### src/rtl/ks_sub_pipe.sv
// Three-stage handshaked Kogge-Stone subtractor: A - B - bin computed as A + ~B + ~bin.
// Optional saturating signed mode (adds port i_sat) when KS_SUB_SAT_EN is defined.
module ks_sub_pipe #(
  parameter int unsigned WIDTH = 16,
  parameter int unsigned LAT   = 3
) (
  input  logic             i_clk,
  input  logic             i_rst,
  input  logic             i_valid,
  output logic             o_in_ready,
  input  logic [WIDTH-1:0] i_a,
  input  logic [WIDTH-1:0] i_b,
  input  logic             i_bin,
`ifdef KS_SUB_SAT_EN
  input  logic             i_sat,
`endif
  output logic             o_valid,
  input  logic             i_out_ready,
  output logic [WIDTH-1:0] o_diff,
  output logic             o_bout,
  output logic             o_ovf
);

  localparam int unsigned L   = $clog2(WIDTH);
  localparam int unsigned L1  = (L + 1) / 2;
  localparam int unsigned MSB = WIDTH - 1;

  if (LAT != 3) begin : g_lat_chk
    $error("ks_sub_pipe: LAT is fixed at 3");
  end
  if (WIDTH < 8 || WIDTH > 32 || (WIDTH & (WIDTH - 1)) != 0) begin : g_width_chk
    $error("ks_sub_pipe: WIDTH must be a power of two in 8..32");
  end

  logic             rst_q;
  logic             advance;
  logic             accept;

  logic             s1_v, s1_c0, s1_am, s1_bm, s1_sat;
  logic [WIDTH-1:0] s1_p, s1_g;
  logic             s2_v, s2_c0, s2_am, s2_bm, s2_sat;
  logic [WIDTH-1:0] s2_p, s2_g, s2_ps;

  logic [WIDTH-1:0] pg [0:L];
  logic [WIDTH-1:0] pp [0:L-1];

  logic [WIDTH-1:0] sum_c;
  logic [WIDTH-1:0] diff_c;
  logic             ovf_c;
  logic             sat_c;

  // Whole pipe moves as one unit; input side closed for the cycle after reset.
  assign advance    = ~o_valid | i_out_ready;
  assign o_in_ready = advance & ~rst_q;
  assign accept     = i_valid & o_in_ready;

`ifdef KS_SUB_SAT_EN
  assign sat_c = i_sat;
`else
  assign sat_c = 1'b0;
`endif

  // Borrow-in (as carry c0) folded into bit 0 so G[i] is the carry into bit i+1.
  assign pg[0] = {s1_g[WIDTH-1:1], s1_g[0] | (s1_p[0] & s1_c0)};
  assign pp[0] = s1_p;

  // Prefix levels 1..L1 in stage 2, L1+1..L in stage 3 (fed from stage-2 registers).
  for (genvar k = 1; k <= L; k++) begin : g_lvl
    localparam int unsigned D = 1 << (k - 1);
    logic [WIDTH-1:0] gs, ps, gn;

    if (k == L1 + 1) begin : g_src_reg
      assign gs = s2_g;
      assign ps = s2_p;
    end else begin : g_src_comb
      assign gs = pg[k-1];
      assign ps = pp[k-1];
    end

    for (genvar i = 0; i < WIDTH; i++) begin : g_bit
      if (i >= D) begin : g_black
        assign gn[i] = gs[i] | (ps[i] & gs[i-D]);
      end else begin : g_pass
        assign gn[i] = gs[i];
      end
    end
    assign pg[k] = gn;

    if (k < L) begin : g_prop
      logic [WIDTH-1:0] pn;
      for (genvar i = 0; i < WIDTH; i++) begin : g_pbit
        if (i >= D) begin : g_and
          assign pn[i] = ps[i] & ps[i-D];
        end else begin : g_keep
          assign pn[i] = ps[i];
        end
      end
      assign pp[k] = pn;
    end
  end

  // Stage-3 sum, overflow and optional clamp ahead of the output registers.
  always_comb begin
    sum_c  = s2_ps ^ {pg[L][WIDTH-2:0], s2_c0};
    ovf_c  = (s2_am != s2_bm) && (sum_c[MSB] != s2_am);
    diff_c = sum_c;
    if (s2_sat && ovf_c) begin
      diff_c = s2_am ? {1'b1, {(WIDTH-1){1'b0}}} : {1'b0, {(WIDTH-1){1'b1}}};
    end
  end

  // Valid bits and outputs: cleared by reset, shifted on advance.
  always_ff @(posedge i_clk) begin
    rst_q <= i_rst;
    if (i_rst) begin
      s1_v    <= 1'b0;
      s2_v    <= 1'b0;
      o_valid <= 1'b0;
      o_diff  <= '0;
      o_bout  <= 1'b0;
      o_ovf   <= 1'b0;
    end else if (advance) begin
      s1_v    <= accept;
      s2_v    <= s1_v;
      o_valid <= s2_v;
      o_diff  <= diff_c;
      o_bout  <= ~pg[L][MSB];
      o_ovf   <= ovf_c;
    end
  end

  // Data registers: contents are don't-care while the matching valid bit is low.
  always_ff @(posedge i_clk) begin
    if (advance) begin
      s1_p   <= i_a ^ ~i_b;
      s1_g   <= i_a & ~i_b;
      s1_c0  <= ~i_bin;
      s1_am  <= i_a[MSB];
      s1_bm  <= i_b[MSB];
      s1_sat <= sat_c;
      s2_g   <= pg[L1];
      s2_p   <= pp[L1];
      s2_ps  <= s1_p;
      s2_c0  <= s1_c0;
      s2_am  <= s1_am;
      s2_bm  <= s1_bm;
      s2_sat <= s1_sat;
    end
  end

endmodule

### config.mk
export PLATFORM = sky130hd
export DESIGN_NAME = ks_sub_pipe
export DESIGN_NICKNAME = d
export VERILOG_FILES = /design/src/rtl/ks_sub_pipe.sv
export SDC_FILE = /design/constraint.sdc
export NUM_CORES = 1
export LEC_CHECK = 0
export CAP_MARGIN = 20
export CORE_ASPECT_RATIO = 1.1
export CORE_MARGIN = 10
export CORE_UTILIZATION = 35
export DETAILED_ROUTE_END_ITERATION = 12
export PLACE_DENSITY = 0.59
export SLEW_MARGIN = 30
export SYNTH_ARGS = -nofsm -noshare
export SYNTH_HDL_FRONTEND = slang
export SYNTH_SLANG_ARGS = --single-unit
### constraint.sdc
create_clock -name i_clk -period 4.77 [get_ports i_clk]
set_input_delay 0.477 -clock i_clk [delete_from_list [all_inputs] [get_ports i_clk]]
set_output_delay 0.477 -clock i_clk [all_outputs]
set_load 0.01 [all_outputs]
==> results.toml <==
[run_status]
status = "finished, final reports clean"

[synthesis]
netlist_area_mm2 = 0.004074
seq_area_frac_synth = 0.7125
synth_edf_count = 82
ys_warn_count = 0
synthCells = 301
synth_top_area_frac = 0.6044
synth_nets = 354
yosysMostFrequentCell = "edfxtp_1"
synthFlopType = "edfxtp_1"
synthTopCellsByCount = "edfxtp_1, nand2_1, a21oi_1"
synth-async-reset-ratio = 0
synth_area_leaders = "edfxtp_1, dfxtp_1, ha_1"
ys_seq_elements = 104
avgSynthCellArea_um2 = 13.53
yosysTopAreaCell = "edfxtp_1"
yosysUniqueCellTypes = 34

[worst_setup_path]
reg2reg_to = "g_lvl[3].gs[3]$_DFFE_PN_"
critPathArrivalTime_ns = 1.85
startpoint = "i_out_ready"
start_kind = "primary input"
crit_path_max_fanout = 23
required_ns = 4.29
critPathKind = "primary input to output port"
r2r_setup_slack_ns = 2.84
rr_worst_depth = 4
reg2reg_from = "o_valid$_SDFFE_PP0N_"
critPathCaptureType = "output port"

[floorplan]
die_y_um = 133.2
dieArea_mm2 = 0.01636
die_w_um = 122.9
core.rowCount = 41
boundaryPins = 57
initial_core_util = 0.3561
core_area_mm2 = 0.01144

[timing]
hold_viol = 0
max_freq_mhz = 429.9
setup_viol = 0
max_slew_margin = 0.5016
rsz0062_at_grt = "no"
finalCritPeriodShare = 0.4877
period_needed_ns = 2.326
tightest_slew_ns = 0.7453
whs_ns = 0.4221
clock_skew_ns = 0.005222
setup_tns_ns = 0
drv_slew = 0

[final_layout]
multiInputGateArea_mm2 = 0.001060
final_area_mm2 = 0.005110
area_growth_pct = 25.43
nFillCells = 1030
num-nets-final = 418
diodes = 0
regArea_mm2 = 0.002903
drive_gt1_frac = 0.05946

[power]
combPwrFrac = 0.106
p_leak_uw = 0.002014
p_per_area_mw_per_mm2 = 403.7
p_sw_uw = 456.1
switching_share = 0.2211
ir_worst_vdd_mv = 0.2204
clkPwrFrac = 0.342
p_seq_frac = 0.552
internal_power_uw = 1607

[drt]
totalWireLength_um = 6941
avgRoutedWirePerCell_um = 13.35
postRouteAntennaNets = 0
vias = 2324
drc_errors = 0
viasPerCell = 4.469
drt_first_pass_iters = 4
initialDrtViolationCount = 119

[clock_tree]
cts_tree = "yes"
clk_latency_ns = 0.34
cts_buffer_depth = 2
cts_resized = 0
cts_sinks = 104
cts_hold_buf = 0
clk_pin_slew_ns = 0.07
cts_htree_levels = 3
clockRootBuffer = "clkbuf_16"
post_cts_buffers = 0
numCtsBuffers = 9

[placed_design]
routabilityCongestion = 0.7215
dp.final_hpwl_um = 5139
port_buffers = 56
place_area_mm2 = 0.004821

[hold_path]
hp-class = "flop to flop"
min_from = "s1_bm$_DFFE_PN_"
hold_path_depth = 0
whs_endpoint = "s2_bm$_DFFE_PN_"

[global_routing]
grt_pass1_vias = 2341
overflow = 0
track_usage = 0.08745
grt_start_max_net_pins = 63
grt_pass1_wl_um = 11470
antenna_found_initial = 0

[run]
cap_violations = 0
cell usage in the layout (no fill, tap or decap), drive strengths merged, types with 2 or more instances in the layout:
| cell type | count |
|---|---|
| and3 | 2 |
| ha | 16 |
| a211oi | 6 |
| clkbuf | 10 |
| nand2 | 29 |
| nor3 | 2 |
| xnor2 | 5 |
| xor2 | 8 |
| nor2 | 21 |
| nand3 | 10 |
| edfxtp | 82 |
| a21o | 7 |
| nand3b | 3 |
| nor2b | 3 |
| dfxtp | 22 |
| buf | 3 |
| clkinv | 4 |
| inv | 23 |
| o21ai | 20 |
| a21oi | 23 |
| clkdlybuf4s50 | 56 |
| a31oi | 3 |
| nor4b | 4 |
how the worst max path moves through the flow:
stage                     depth (start not counted)                        end  slack, ns
after floorplan                                   3   g_lvl[1].ps[0]$_DFFE_PN_       1.26
after global placement                            5         s1_g[11]$_DFFE_PN_       1.89
after detailed placement                          5  g_lvl[1].ps[11]$_DFFE_PN_       1.86
after CTS                                         5  g_lvl[1].ps[11]$_DFFE_PN_       2.21
after global routing                              5                 o_in_ready       2.41
final                                             5                 o_in_ready       2.44
registers in the layout, indices dropped and copies added (netlist names):
| signal | flops |
|---|---|
| o_valid | 1 |
| s1_bm | 1 |
| o_diff | 16 |
| s1_v | 1 |
| rst_q | 1 |
| s1_c0 | 1 |
| g_lvl.ps | 29 |
| s1_am | 1 |
| s2_am | 1 |
| o_bout | 1 |
| s2_bm | 1 |
| s2_c0 | 1 |
| s1_g | 16 |
| o_ovf | 1 |
| g_lvl.gs | 16 |
| s2_ps | 15 |
| s2_v | 1 |
critical path: stages:
cell	delay (ns)
clkdlybuf4s50_1	0.45
nor2b_1	0.04
buf_4	0.21
nor2_1	0.12
clkdlybuf4s50_1	0.55
layout make-up:
cell class,instances,area share
clock buffer,10,0.04481
clock inverter,6,0.01151
inverter,23,0.01738
multi-input combinational,168,0.2074
sequential,104,0.5681
tap,150,0.03673
timing repair buffer,59,0.1141
routing by layer:
metal / routed length, um / vias to the layer above / GRT usage
met3: 414 / 10 / 0.02198
met5: 0 / - / 0
met4: 177 / 0 / 0.05242
met1: 3278 / 1042 / 0.1136
li1: - / 1222 / -
met2: 3071 / 50 / 0.1278
power groups by stage:
| stage | Combinational (uW) | Clock, uW | Sequential (uW) |
|---|---|---|---|
| finish | 219 | 705 | 1140 |
| global route | 246 | 758 | 1150 |
| CTS | 224 | 725 | 1140 |
| detailed placement | 222 | 0 | 1160 |
| global placement | 221 | 0 | 1160 |
| floorplan | 104 | 0 | 1150 |
cells by family (layout without fill, tap and decap cells):
logic type,after synthesis,count (layout),synth area share
AO/OA/AOI/OAI,63,63,0.09583
XOR/XNOR,13,13,0.02795
adder cells (fa/ha/maj),16,16,0.04914
buffers and inverters,29,98,0.02733
flip-flops,104,104,0.7125
AND/OR/NAND/NOR,76,76,0.08723
metrics by stage:
stage	setup WS, ns	std cells	utilization	power [uW]
6_report	2.444	520	0.4467	2063
5_1_grt	2.406	520	0.4467	2156
4_1_cts	2.207	520	0.4466	2090
3_5_place_dp	1.855	504	0.4214	1383
3_3_place_gp	1.889	504	0.4214	1379
2_1_floorplan	1.255	301	-	1258
Power figures use the tool's default switching activity.
